## config.mk

```make
export PLATFORM = sky130hd
export DESIGN_NAME = fdma_wr_arbiter_n_flat
export DESIGN_NICKNAME = d
export VERILOG_FILES = /design/src/rtl/fdma_wr_arbiter_n_if.sv /design/src/rtl/fdma_wr_arbiter_n.sv /design/src/flat_wrapper.sv
export SDC_FILE = /design/constraint.sdc
export NUM_CORES = 1
export LEC_CHECK = 0
export ABC_CLOCK_PERIOD_IN_PS = 1900
export CORE_AREA = 2 2 171 173
export DETAILED_ROUTE_END_ITERATION = 6
export DIE_AREA = 0 0 173 175
export PLACE_DENSITY = 0.6
export SLEW_MARGIN = 20
export SYNTH_ARGS = -nofsm -noshare
export SYNTH_HDL_FRONTEND = slang
export SYNTH_SLANG_ARGS = --single-unit
```

## constraint.sdc

```tcl
create_clock -name ui_clk -period 1.9 [get_ports ui_clk]
set_input_delay 0.19 -clock ui_clk [delete_from_list [all_inputs] [get_ports ui_clk]]
set_output_delay 0.19 -clock ui_clk [all_outputs]
set_load 0.01 [all_outputs]
```

## src/rtl/fdma_wr_arbiter_n_if.sv

```systemverilog
// fdma_wr_arbiter_n_if: channel-side and FDMA-side write signals of the N-channel write arbiter.
interface fdma_wr_arbiter_n_if #(
    parameter int CH_NUM         = 4,
    parameter int AXI_DATA_WIDTH = 32,
    parameter int AXI_ADDR_WIDTH = 23
);
    logic [CH_NUM*AXI_ADDR_WIDTH-1:0] s_waddr;
    logic [CH_NUM-1:0]                s_wareq;
    logic [CH_NUM*16-1:0]             s_wsize;
    logic [CH_NUM-1:0]                s_wbusy;
    logic [CH_NUM*AXI_DATA_WIDTH-1:0] s_wdata;
    logic [CH_NUM-1:0]                s_wvalid;
    logic [AXI_ADDR_WIDTH-1:0]        fdma_waddr;
    logic                             fdma_wareq;
    logic [15:0]                      fdma_wsize;
    logic                             fdma_wbusy;
    logic [AXI_DATA_WIDTH-1:0]        fdma_wdata;
    logic                             fdma_wvalid;
    modport master (
        output s_waddr, s_wareq, s_wsize, s_wdata, fdma_wbusy, fdma_wvalid,
        input  s_wbusy, s_wvalid, fdma_waddr, fdma_wareq, fdma_wsize, fdma_wdata
    );
    modport slave (
        input  s_waddr, s_wareq, s_wsize, s_wdata, fdma_wbusy, fdma_wvalid,
        output s_wbusy, s_wvalid, fdma_waddr, fdma_wareq, fdma_wsize, fdma_wdata
    );
endinterface

```

## src/rtl/fdma_wr_arbiter_n.sv

```systemverilog
// fdma_wr_arbiter_n: arbitrates CH_NUM uidbuf write channels onto one FDMA write master,
// fixed-priority or round-robin, with request withdrawal and per-channel burst counters.
module fdma_wr_arbiter_n #(
    parameter int CH_NUM         = 4,
    parameter int AXI_DATA_WIDTH = 32,
    parameter int AXI_ADDR_WIDTH = 23,
    parameter int ARB_MODE       = 1,
    parameter int CNT_WIDTH      = 16
) (
    input  logic                          ui_clk,
    input  logic                          ui_rstn,
    fdma_wr_arbiter_n_if.slave            bus,
    output logic [CH_NUM-1:0]             grant_o,
    output logic [CH_NUM*CNT_WIDTH-1:0]   burst_cnt_o
);
    localparam int IW = CH_NUM > 1 ? $clog2(CH_NUM) : 1;

    typedef enum logic [1:0] {IDLE, REQ, BUSY} state_t;

    state_t                             state_q, state_d;
    logic [CH_NUM-1:0]                  grant_q, grant_d;
    logic [IW-1:0]                      own_q, own_d, rr_q, rr_d, win;
    logic [AXI_ADDR_WIDTH-1:0]          waddr_q, waddr_d;
    logic [15:0]                        wsize_q, wsize_d;
    logic                               wareq_q, wareq_d;
    logic [CH_NUM-1:0][CNT_WIDTH-1:0]   cnt_q, cnt_d;
    logic [IW:0]                        cand;
    logic                               found;

    // Search order starts just after the last served channel; wrap is at CH_NUM, not 2^IW.
    always_comb begin
        win   = '0;
        found = 1'b0;
        cand  = '0;
        for (int k = 0; k < CH_NUM; k++) begin
            cand = ARB_MODE != 0 ? {1'b0, rr_q} + (IW+1)'(k + 1) : (IW+1)'(k);
            cand = cand >= (IW+1)'(CH_NUM) ? cand - (IW+1)'(CH_NUM) : cand;
            if (!found && bus.s_wareq[cand[IW-1:0]]) begin
                win   = cand[IW-1:0];
                found = 1'b1;
            end
        end
    end

    always_comb begin
        state_d = state_q;
        grant_d = grant_q;
        own_d   = own_q;
        rr_d    = rr_q;
        waddr_d = waddr_q;
        wsize_d = wsize_q;
        wareq_d = wareq_q;
        cnt_d   = cnt_q;
        case (state_q)
            IDLE: if (found) begin
                grant_d      = '0;
                grant_d[win] = 1'b1;
                own_d        = win;
                waddr_d      = bus.s_waddr[win*AXI_ADDR_WIDTH +: AXI_ADDR_WIDTH];
                wsize_d      = bus.s_wsize[win*16 +: 16];
                wareq_d      = 1'b1;
                state_d      = REQ;
            end
            // An FDMA accept in the same cycle as a withdrawal still commits the burst.
            REQ: if (bus.fdma_wbusy) begin
                wareq_d = 1'b0;
                state_d = BUSY;
            end else if (!bus.s_wareq[own_q]) begin
                wareq_d = 1'b0;
                grant_d = '0;
                state_d = IDLE;
            end
            BUSY: if (!bus.fdma_wbusy) begin
                cnt_d[own_q] = cnt_q[own_q] + 1'b1;
                rr_d         = own_q;
                grant_d      = '0;
                state_d      = IDLE;
            end
            default: state_d = IDLE;
        endcase
    end

    always_ff @(posedge ui_clk or negedge ui_rstn) begin
        if (!ui_rstn) begin
            state_q <= IDLE;
            grant_q <= '0;
            own_q   <= '0;
            rr_q    <= IW'(CH_NUM - 1);
            waddr_q <= '0;
            wsize_q <= '0;
            wareq_q <= 1'b0;
            cnt_q   <= '0;
        end else begin
            state_q <= state_d;
            grant_q <= grant_d;
            own_q   <= own_d;
            rr_q    <= rr_d;
            waddr_q <= waddr_d;
            wsize_q <= wsize_d;
            wareq_q <= wareq_d;
            cnt_q   <= cnt_d;
        end
    end

    assign grant_o         = grant_q;
    assign burst_cnt_o     = cnt_q;
    assign bus.s_wbusy     = state_q != IDLE ? grant_q : '0;
    assign bus.fdma_waddr  = waddr_q;
    assign bus.fdma_wsize  = wsize_q;
    assign bus.fdma_wareq  = wareq_q;
    assign bus.fdma_wdata  = |grant_q ? bus.s_wdata[own_q*AXI_DATA_WIDTH +: AXI_DATA_WIDTH] : '0;
    assign bus.s_wvalid    = grant_q & {CH_NUM{bus.fdma_wvalid}};
endmodule

```

## src/flat_wrapper.sv

```systemverilog
// flat-port wrapper written by rule: the top's interface ports become plain ports
module fdma_wr_arbiter_n_flat 
#(
    parameter int CH_NUM         = 4,
    parameter int AXI_DATA_WIDTH = 32,
    parameter int AXI_ADDR_WIDTH = 23,
    parameter int ARB_MODE       = 1,
    parameter int CNT_WIDTH      = 16
)
  (ui_clk, ui_rstn, grant_o, burst_cnt_o, bus_s_waddr, bus_s_wareq, bus_s_wsize, bus_s_wdata, bus_fdma_wbusy, bus_fdma_wvalid, bus_s_wbusy, bus_s_wvalid, bus_fdma_waddr, bus_fdma_wareq, bus_fdma_wsize, bus_fdma_wdata);
  fdma_wr_arbiter_n_if #(.CH_NUM(CH_NUM), .AXI_DATA_WIDTH(AXI_DATA_WIDTH), .AXI_ADDR_WIDTH(AXI_ADDR_WIDTH)) bus_i ();
  input  logic ui_clk;
  input  logic ui_rstn;
  output logic [CH_NUM-1:0] grant_o;
  output logic [CH_NUM*CNT_WIDTH-1:0] burst_cnt_o;
  input wire logic [$bits(bus_i.s_waddr)-1:0] bus_s_waddr;
  input wire logic [$bits(bus_i.s_wareq)-1:0] bus_s_wareq;
  input wire logic [$bits(bus_i.s_wsize)-1:0] bus_s_wsize;
  input wire logic [$bits(bus_i.s_wdata)-1:0] bus_s_wdata;
  input wire logic [$bits(bus_i.fdma_wbusy)-1:0] bus_fdma_wbusy;
  input wire logic [$bits(bus_i.fdma_wvalid)-1:0] bus_fdma_wvalid;
  output wire logic [$bits(bus_i.s_wbusy)-1:0] bus_s_wbusy;
  output wire logic [$bits(bus_i.s_wvalid)-1:0] bus_s_wvalid;
  output wire logic [$bits(bus_i.fdma_waddr)-1:0] bus_fdma_waddr;
  output wire logic [$bits(bus_i.fdma_wareq)-1:0] bus_fdma_wareq;
  output wire logic [$bits(bus_i.fdma_wsize)-1:0] bus_fdma_wsize;
  output wire logic [$bits(bus_i.fdma_wdata)-1:0] bus_fdma_wdata;
  assign bus_i.s_waddr = bus_s_waddr;
  assign bus_i.s_wareq = bus_s_wareq;
  assign bus_i.s_wsize = bus_s_wsize;
  assign bus_i.s_wdata = bus_s_wdata;
  assign bus_i.fdma_wbusy = bus_fdma_wbusy;
  assign bus_i.fdma_wvalid = bus_fdma_wvalid;
  assign bus_s_wbusy = bus_i.s_wbusy;
  assign bus_s_wvalid = bus_i.s_wvalid;
  assign bus_fdma_waddr = bus_i.fdma_waddr;
  assign bus_fdma_wareq = bus_i.fdma_wareq;
  assign bus_fdma_wsize = bus_i.fdma_wsize;
  assign bus_fdma_wdata = bus_i.fdma_wdata;
  fdma_wr_arbiter_n #(.CH_NUM(CH_NUM), .AXI_DATA_WIDTH(AXI_DATA_WIDTH), .AXI_ADDR_WIDTH(AXI_ADDR_WIDTH), .ARB_MODE(ARB_MODE), .CNT_WIDTH(CNT_WIDTH)) u_core (.ui_clk(ui_clk), .ui_rstn(ui_rstn), .bus(bus_i), .grant_o(grant_o), .burst_cnt_o(burst_cnt_o));
endmodule
```

==> impl_metrics.py, run 1 <==
metrics = {
    "outcome": {
        "status": "finished with violations",
        "violations": "setup timing",
    },
    "worst_setup_path": {
        "path_cells": "buf_12 -> buf_12 -> mux4_2 -> and4_4 -> nand4_1 -> xor2_2 -> o21ai_0",
        "crit_path_top_delay_cell": "dfrtp_4",
        "worstPathRequired_ps": 2190,
        "worst-setup-path-type": "register to register",
        "rrSetupSlack_ps": -350,
        "critPathMaxFanout": 6,
        "crit_path_end_kind": "register",
        "slowest_delay_ps": 510,
        "critPathLaunchType": "register",
        "crit_arrival_ps": 2540,
        "cpMostUsedCell": "buf_12",
    },
    "timing": {
        "worst_slew_pin_slew_ps": 465,
        "fin_crit_sh_pct": 119,
        "setup_viol": 134,
        "tns_ps": -29820,
        "hold_viol": 0,
        "setup_slack_ps": -353,
        "final_max_slew_viol_count": 0,
        "period_needed_ps": 2250,
        "hold_ws_ps": 279,
        "slew-limit-headroom_pct": 69.0,
        "rsz0062_at_grt": "yes",
        "fmax_ghz": 0.444,
        "skew_ps": 13.2,
    },
    "floorplanning": {
        "die_w_um": 173,
        "die-area_sq_um": 30300,
        "start_util_pct": 25.7,
        "rows": 62,
        "core_sq_um": 28400,
        "die_y_um": 175,
        "ios": 440,
    },
    "finish": {
        "nNetsFinal": 1530,
        "drive_gt1_share_pct": 33.5,
        "final_area_sq_um": 14900,
        "postLayoutCoreUtil_pct": 52.3,
        "final_common_cell": "clkdlybuf4s50_1",
        "final_cell_mix": "402 x clkdlybuf4s50_1, 118 x nand2_1, 110 x dfrtp_1, 83 x buf_4, 71 x mux2i_1",
        "syn2layout_area_growth_pct": 103,
        "finalNonFillerCells": 1633,
        "nFillCells": 2573,
    },
    "clocking": {
        "cts.sinks": 114,
        "cts_tree": "yes",
        "h-tree-depth": 4,
        "clk_latency_ps": 420,
        "cts-root-buf": "clkbuf_16",
        "clk_pin_slew_ps": 60,
        "cts_max_path_buffers": 2,
        "cts_made_buffers": 17,
    },
    "placed_design": {
        "placed_area_sq_um": 12900,
        "place_ws_ps": -348,
        "placedCellCount": 1552,
        "io_buffers": 439,
        "routabilityCongestion": 0.836,
        "hpwl_um": 24400,
    },
    "synth": {
        "synth_mux_area_share_pct": 32.5,
        "yosysSeqAreaShare_pct": 39.1,
        "syn_nets": 975,
        "netlist_area_sq_um": 7310,
        "postSynthAreaPerCell_sq_um": 10.8,
        "yosys_register_bits": 114,
        "syn_inst": 678,
        "synth-adder-area-share_pct": 0.856,
        "synth_xor_area_share_pct": 2.24,
        "synth_compound_area_share_pct": 7.60,
        "yosys_warnings": 0,
        "synth_top_family_by_area": "multiplexers",
        "synthDistinctLibCells": 43,
        "synthSimpleGateAreaFrac_pct": 13.9,
    },
    "routing": {
        "vias": 7618,
        "remaining_drc_errors": 0,
        "antenna_left": 0,
        "firstDrtPassIters": 5,
        "drtIter0Drc": 367,
        "wl_per_cell_um": 20.4,
        "drt_wl_total_um": 33200,
        "vias_per_cell": 4.67,
    },
    "power": {
        "total_power_mw": 18.7,
        "p_int_mw": 11.9,
        "power.leakage_nw": 6.32,
        "worst_ir_drop_vdd_mv": 0.616,
        "swShare_pct": 36.6,
        "p_comb_share_pct": 64.3,
        "seqPwrFrac_pct": 18.6,
        "power_density_nw_per_um2": 1260,
        "clockPowerShare_pct": 17.1,
        "power_switching_mw": 6.84,
    },
    "worst_hold_path": {
        "hold_path_class": "input pin to async pin",
    },
    "global_routing": {
        "grt_pass1_wl_um": 48800,
        "grt_overflow": 0,
        "grt_max_degree": 51,
        "grt_pass1_vias": 8052,
        "antenna_found_initial": 2,
        "grtUsageTotal_pct": 21.3,
    },
    "job": {
        "cap_viol_max_count": 0,
    },
}
path summary, 6_finish.rpt:
| path | cells past startpoint | end | start |
|---|---|---|---|
| max | 7 | u_core.burst_cnt_o[27]$_DFFE_PN0P_ | u_core.own_q[0]$_DFFE_PN0P_ |
| max in group asynchronous | 3 | u_core.rr_q[0]$_DFFE_PN1P_ | ui_rstn |
| min reg2reg | 2 | u_core.bus.fdma_waddr[8]$_DFFE_PN0P_ | u_core.bus.fdma_waddr[8]$_DFFE_PN0P_ |
| min | 2 | u_core.burst_cnt_o[21]$_DFFE_PN0P_ | ui_rstn |
| max reg2reg | 7 | u_core.burst_cnt_o[27]$_DFFE_PN0P_ | u_core.own_q[0]$_DFFE_PN0P_ |
| min in group ui_clk | 2 | u_core.bus.fdma_waddr[8]$_DFFE_PN0P_ | u_core.bus.fdma_waddr[8]$_DFFE_PN0P_ |
cell families (layout without fill, tap and decap cells):
family	count (synthesis)	after routing
other	0	3
multiplexers	172	172
AND/OR/NAND/NOR	209	209
flip-flops	114	114
buffers and inverters	54	621
XOR/XNOR	17	17
AO/OA/AOI/OAI	107	108
adder cells (fa/ha/maj)	5	5
registers in the layout, indices dropped and copies added (netlist names):
| name | count |
|---|---|
| u_core.burst_cnt_o | 64 |
| u_core.bus.fdma_waddr | 23 |
| u_core.bus.fdma_wareq | 1 |
| u_core.bus.fdma_wsize | 16 |
| u_core.grant_o | 4 |
| u_core.own_q | 2 |
| u_core.rr_q | 2 |
| u_core.state_q | 2 |
final cells by class:
type | instances | area (sq um) | share of cell area, %
multi-input cells | 511 | 4900 | 33.0
well taps | 384 | 480 | 3.23
clock inverters | 14 | 144 | 0.968
repair buffers | 586 | 6020 | 40.5
flip-flops and latches | 114 | 2860 | 19.3
diodes | 3 | 7.51 | 0.0505
clock buffers | 18 | 439 | 2.96
inverters | 3 | 11.3 | 0.0758
worst max-delay path: cells and delay by family (launching register included):
family | cells | cell delay, ps
AO/OA/AOI/OAI | 1 | 140
buffers and inverters | 2 | 290
multiplexers | 1 | 410
XOR/XNOR | 1 | 270
flip-flops | 1 | 510
AND/OR/NAND/NOR | 2 | 500
power by group through the flow:
| stage | combinational (mW) | sequential (mW) | clock [mW] |
|---|---|---|---|
| final | 12.0 | 3.48 | 3.20 |
| after floorplan | 4.68 | 3.69 | 0 |
| after CTS | 11.0 | 3.45 | 3.27 |
| after global placement | 9.58 | 3.47 | 0 |
| after detailed placement | 9.62 | 3.47 | 0 |
| after global routing | 12.8 | 3.57 | 3.38 |
cell usage after synthesis:
| master | n | share of area (%) |
|---|---|---|
| a21oi_1 | 5 | 0.34 |
| and4_1 | 1 | 0.12 |
| inv_1 | 3 | 0.15 |
| or3_1 | 1 | 0.086 |
| nand3b_1 | 2 | 0.21 |
| xor2_2 | 2 | 0.44 |
| or2_2 | 1 | 0.086 |
| buf_2 | 11 | 0.75 |
| mux4_2 | 48 | 15 |
| o221a_2 | 1 | 0.15 |
| xnor2_1 | 4 | 0.48 |
| and3_1 | 1 | 0.086 |
| and3b_1 | 2 | 0.24 |
| nand4_2 | 1 | 0.17 |
| a22o_1 | 1 | 0.12 |
| buf_1 | 1 | 0.051 |
| and4_4 | 2 | 0.31 |
| buf_4 | 10 | 1.0 |
| nand4b_1 | 1 | 0.12 |
| nor3b_1 | 2 | 0.21 |
| nor3_1 | 6 | 0.41 |
| mux2_2 | 45 | 6.9 |
| nor4_1 | 2 | 0.17 |
| buf_12 | 1 | 0.27 |
| buf_6 | 1 | 0.15 |
| a32o_1 | 1 | 0.14 |
| nor2_1 | 7 | 0.36 |
| o21ai_0 | 89 | 6.1 |
| nand2b_1 | 2 | 0.17 |
| o21ai_1 | 9 | 0.62 |
| ha_1 | 5 | 0.86 |
| nand3_1 | 5 | 0.34 |
| xor2_1 | 11 | 1.3 |
| nor2b_1 | 41 | 3.5 |
| mux2i_1 | 79 | 11 |
| nand4_4 | 1 | 0.29 |
| dfstp_2 | 2 | 0.72 |
| clkbuf_1 | 27 | 1.4 |
| dfrtp_1 | 112 | 38 |
| and2_1 | 7 | 0.60 |
| nand2_1 | 122 | 6.3 |
| o32a_1 | 1 | 0.14 |
| nand4_1 | 2 | 0.17 |
metal layers:
| layer | GRT usage [%] | part of all wire, % | up-vias |
|---|---|---|---|
| met5 | 0 | 0 | - |
| met4 | 5.51 | 2.2 | 0 |
| met3 | 7.33 | 7.5 | 37 |
| met2 | 36.5 | 50 | 287 |
| met1 | 25.7 | 40 | 3720 |
| li1 | - | - | 3574 |
timing repair:
action / CTS / global route
gates cloned: 15 / 3
pin swaps: 16 / 49
gates resized for setup: 195 / 231
endpoints found under the hold margin: 30 / 0
hold buffers: 1 / 0
endpoints found under the setup margin: 137 / 141
buffers inserted: 17 / 26
Note: power is estimated with default switching activity, not from simulation.
==> run 2: changes to the inputs <==
Settings changed: ABC_CLOCK_PERIOD_IN_PS 1900 to 2420, DONT_BUFFER_PORTS from default to 1, PLACE_DENSITY 0.6 to 0.38.
Clock period 1.9 ns to 2.42 ns, I/O delays scaled along.
==> impl_metrics.py, run 2 (same netlist as run 1, synthesis figures left out) <==
metrics = {
    "finish": {
        "drive_gt1_share_pct": 24.7,
        "seqCellArea_sq_um": 2860,
        "final_area_sq_um": 8400,
        "final_cell_mix": "122 x nand2_1, 110 x dfrtp_1, 89 x o21ai_0, 79 x mux2i_1, 48 x mux4_2",
        "nNetsFinal": 969,
        "multiInputGateArea_sq_um": 4210,
        "nFillCells": 2988,
        "syn2layout_area_growth_pct": 15.0,
        "final_common_cell": "nand2_1",
        "largest_reg_flops": 64,
        "postLayoutCoreUtil_pct": 29.6,
    },
    "clocking": {
        "ctsHoldBuffers": 1,
        "cts_max_path_buffers": 2,
        "clk_pin_slew_ps": 70,
        "clk_latency_ps": 420,
        "cts_tree": "yes",
        "cts-root-buf": "clkbuf_16",
        "h-tree-depth": 4,
        "cts.sinks": 114,
        "cts_made_buffers": 17,
    },
    "worst_hold_path": {
        "hold_path_class": "input pin to async pin",
    },
    "routing": {
        "routed.top_layer": "met4",
        "drtIter0Drc": 225,
        "vias": 5407,
        "drt_wl_total_um": 25700,
        "wl_met1_um": 8890,
        "vias_per_cell": 5.04,
        "firstDrtPassIters": 4,
        "antenna_left": 0,
        "wl_met3_um": 2470,
        "dr_wl_met2_um": 13800,
        "remaining_drc_errors": 0,
        "wl_per_cell_um": 24.0,
    },
    "worst_setup_path": {
        "cp-startpoint": "u_core.own_q[1]$_DFFE_PN0P_",
        "worst-setup-path-type": "register to output port",
        "worstPathRequired_ps": 2180,
        "cpMostUsedCell": "buf_4",
        "crit_arrival_ps": 2070,
        "rrSetupSlack_ps": 140,
        "reg2reg_from": "u_core.own_q[0]$_DFFE_PN0P_",
        "crit_end": "bus_fdma_wdata[10]",
        "crit_path_top_delay_cell": "dfrtp_4",
        "path_cells": "buf_4 -> buf_4 -> mux4_2 -> nor2b_1",
        "crit_path_end_kind": "output port",
        "reg2reg_depth": 7,
        "critPathLaunchType": "register",
        "critPathMaxFanout": 21,
        "timing.rr.end": "u_core.burst_cnt_o[11]$_DFFE_PN0P_",
        "slowest_delay_ps": 600,
    },
    "placed_design": {
        "io_buffers": 0,
        "hpwl_um": 20300,
        "placed_area_sq_um": 7760,
        "routabilityCongestion": 0.845,
    },
    "timing": {
        "rsz0062_at_grt": "no",
        "slew-limit-headroom_pct": 60.7,
        "tns_ps": 0,
        "hold_viol": 114,
        "fmax_ghz": 0.432,
        "setup_viol": 0,
        "hold_ws_ps": -483,
        "final_max_slew_viol_count": 0,
        "worst_slew_pin_slew_ps": 583,
        "skew_ps": 18.8,
        "fin_crit_sh_pct": 95.7,
        "period_needed_ps": 2320,
    },
    "floorplanning": {
        "core_sq_um": 28400,
        "die_y_um": 175,
        "rows": 62,
        "die_w_um": 173,
        "die-area_sq_um": 30300,
        "start_util_pct": 25.7,
        "ios": 440,
    },
    "global_routing": {
        "grtUsageTotal_pct": 16.7,
        "antenna_found_initial": 5,
        "grt_pass1_vias": 5564,
        "grt_pass1_wl_um": 37900,
        "grt_overflow": 0,
        "grt_max_degree": 115,
    },
    "power": {
        "worst_ir_drop_vdd_mv": 0.499,
        "power.leakage_nw": 3.48,
        "power_density_nw_per_um2": 1180,
        "total_power_mw": 9.91,
    },
    "outcome": {
        "violations": "hold timing",
        "status": "finished with violations",
    },
    "job": {
        "cap_viol_max_count": 0,
    },
}
-- run 2: layout make-up --
| cell class | instances | share of cell area [%] |
|---|---|---|
| antenna | 3 | 0.0893 |
| clock buffer | 17 | 5.06 |
| clock inverter | 15 | 1.77 |
| inverter | 3 | 0.134 |
| multi-input combinational | 510 | 50.1 |
| sequential | 114 | 34.1 |
| tap | 384 | 5.72 |
| timing repair buffer | 26 | 3.04 |
-- run 2: layer usage --
layer  up-vias  track usage (%)
met5         -                0
met4         0             5.37
met3        32             6.72
met2       304             31.2
met1      2643             16.9
li1       2428                -
-- run 2: where the power goes --
part / leakage [nW] / switching (mW) / internal, mW
sequential: 1.50 / 0.727 / 2.42
clock: 0.282 / 1.04 / 1.44
combinational: 1.70 / 2.24 / 2.04
total: 3.48 / 4.01 / 5.91
-- run 2: repair_timing --
item,in CTS,in global routing
resized for setup,3,4
endpoints found under the hold margin,115,114
pin swaps,0,0
buffers inserted,1,0
setup endpoints to repair,19,6
-- run 2: critical path: cells and delay by family (launching register included) --
| kind | cells | cell delay, ps |
|---|---|---|
| flip-flops | 1 | 600 |
| AND/OR/NAND/NOR | 1 | 180 |
| multiplexers | 1 | 380 |
| buffers and inverters | 2 | 500 |
-- run 2: metrics by stage --
stage / cells / setup WS [ps]
finish: 1072 / 104
global route: 1072 / 3.22
global placement: 1035 / 152
CTS: 1069 / 32.2
detailed placement: 1035 / 123
floorplan: 678 / 358
-- run 2: how the worst min path moves through the flow --
| stage | cells after the start | slack, ps | start | to |
|---|---|---|---|---|
| finish | 0 | -480 | ui_rstn | u_core.burst_cnt_o[9]$_DFFE_PN0P_ |
| global placement | 0 | -50 | ui_rstn | u_core.burst_cnt_o[9]$_DFFE_PN0P_ |
| global route | 0 | -520 | ui_rstn | u_core.burst_cnt_o[41]$_DFFE_PN0P_ |
| detailed placement | 0 | -50 | ui_rstn | u_core.burst_cnt_o[41]$_DFFE_PN0P_ |
| floorplan | 0 | -50 | ui_rstn | u_core.burst_cnt_o[0]$_DFFE_PN0P_ |
| CTS | 0 | -500 | ui_rstn | u_core.burst_cnt_o[41]$_DFFE_PN0P_ |
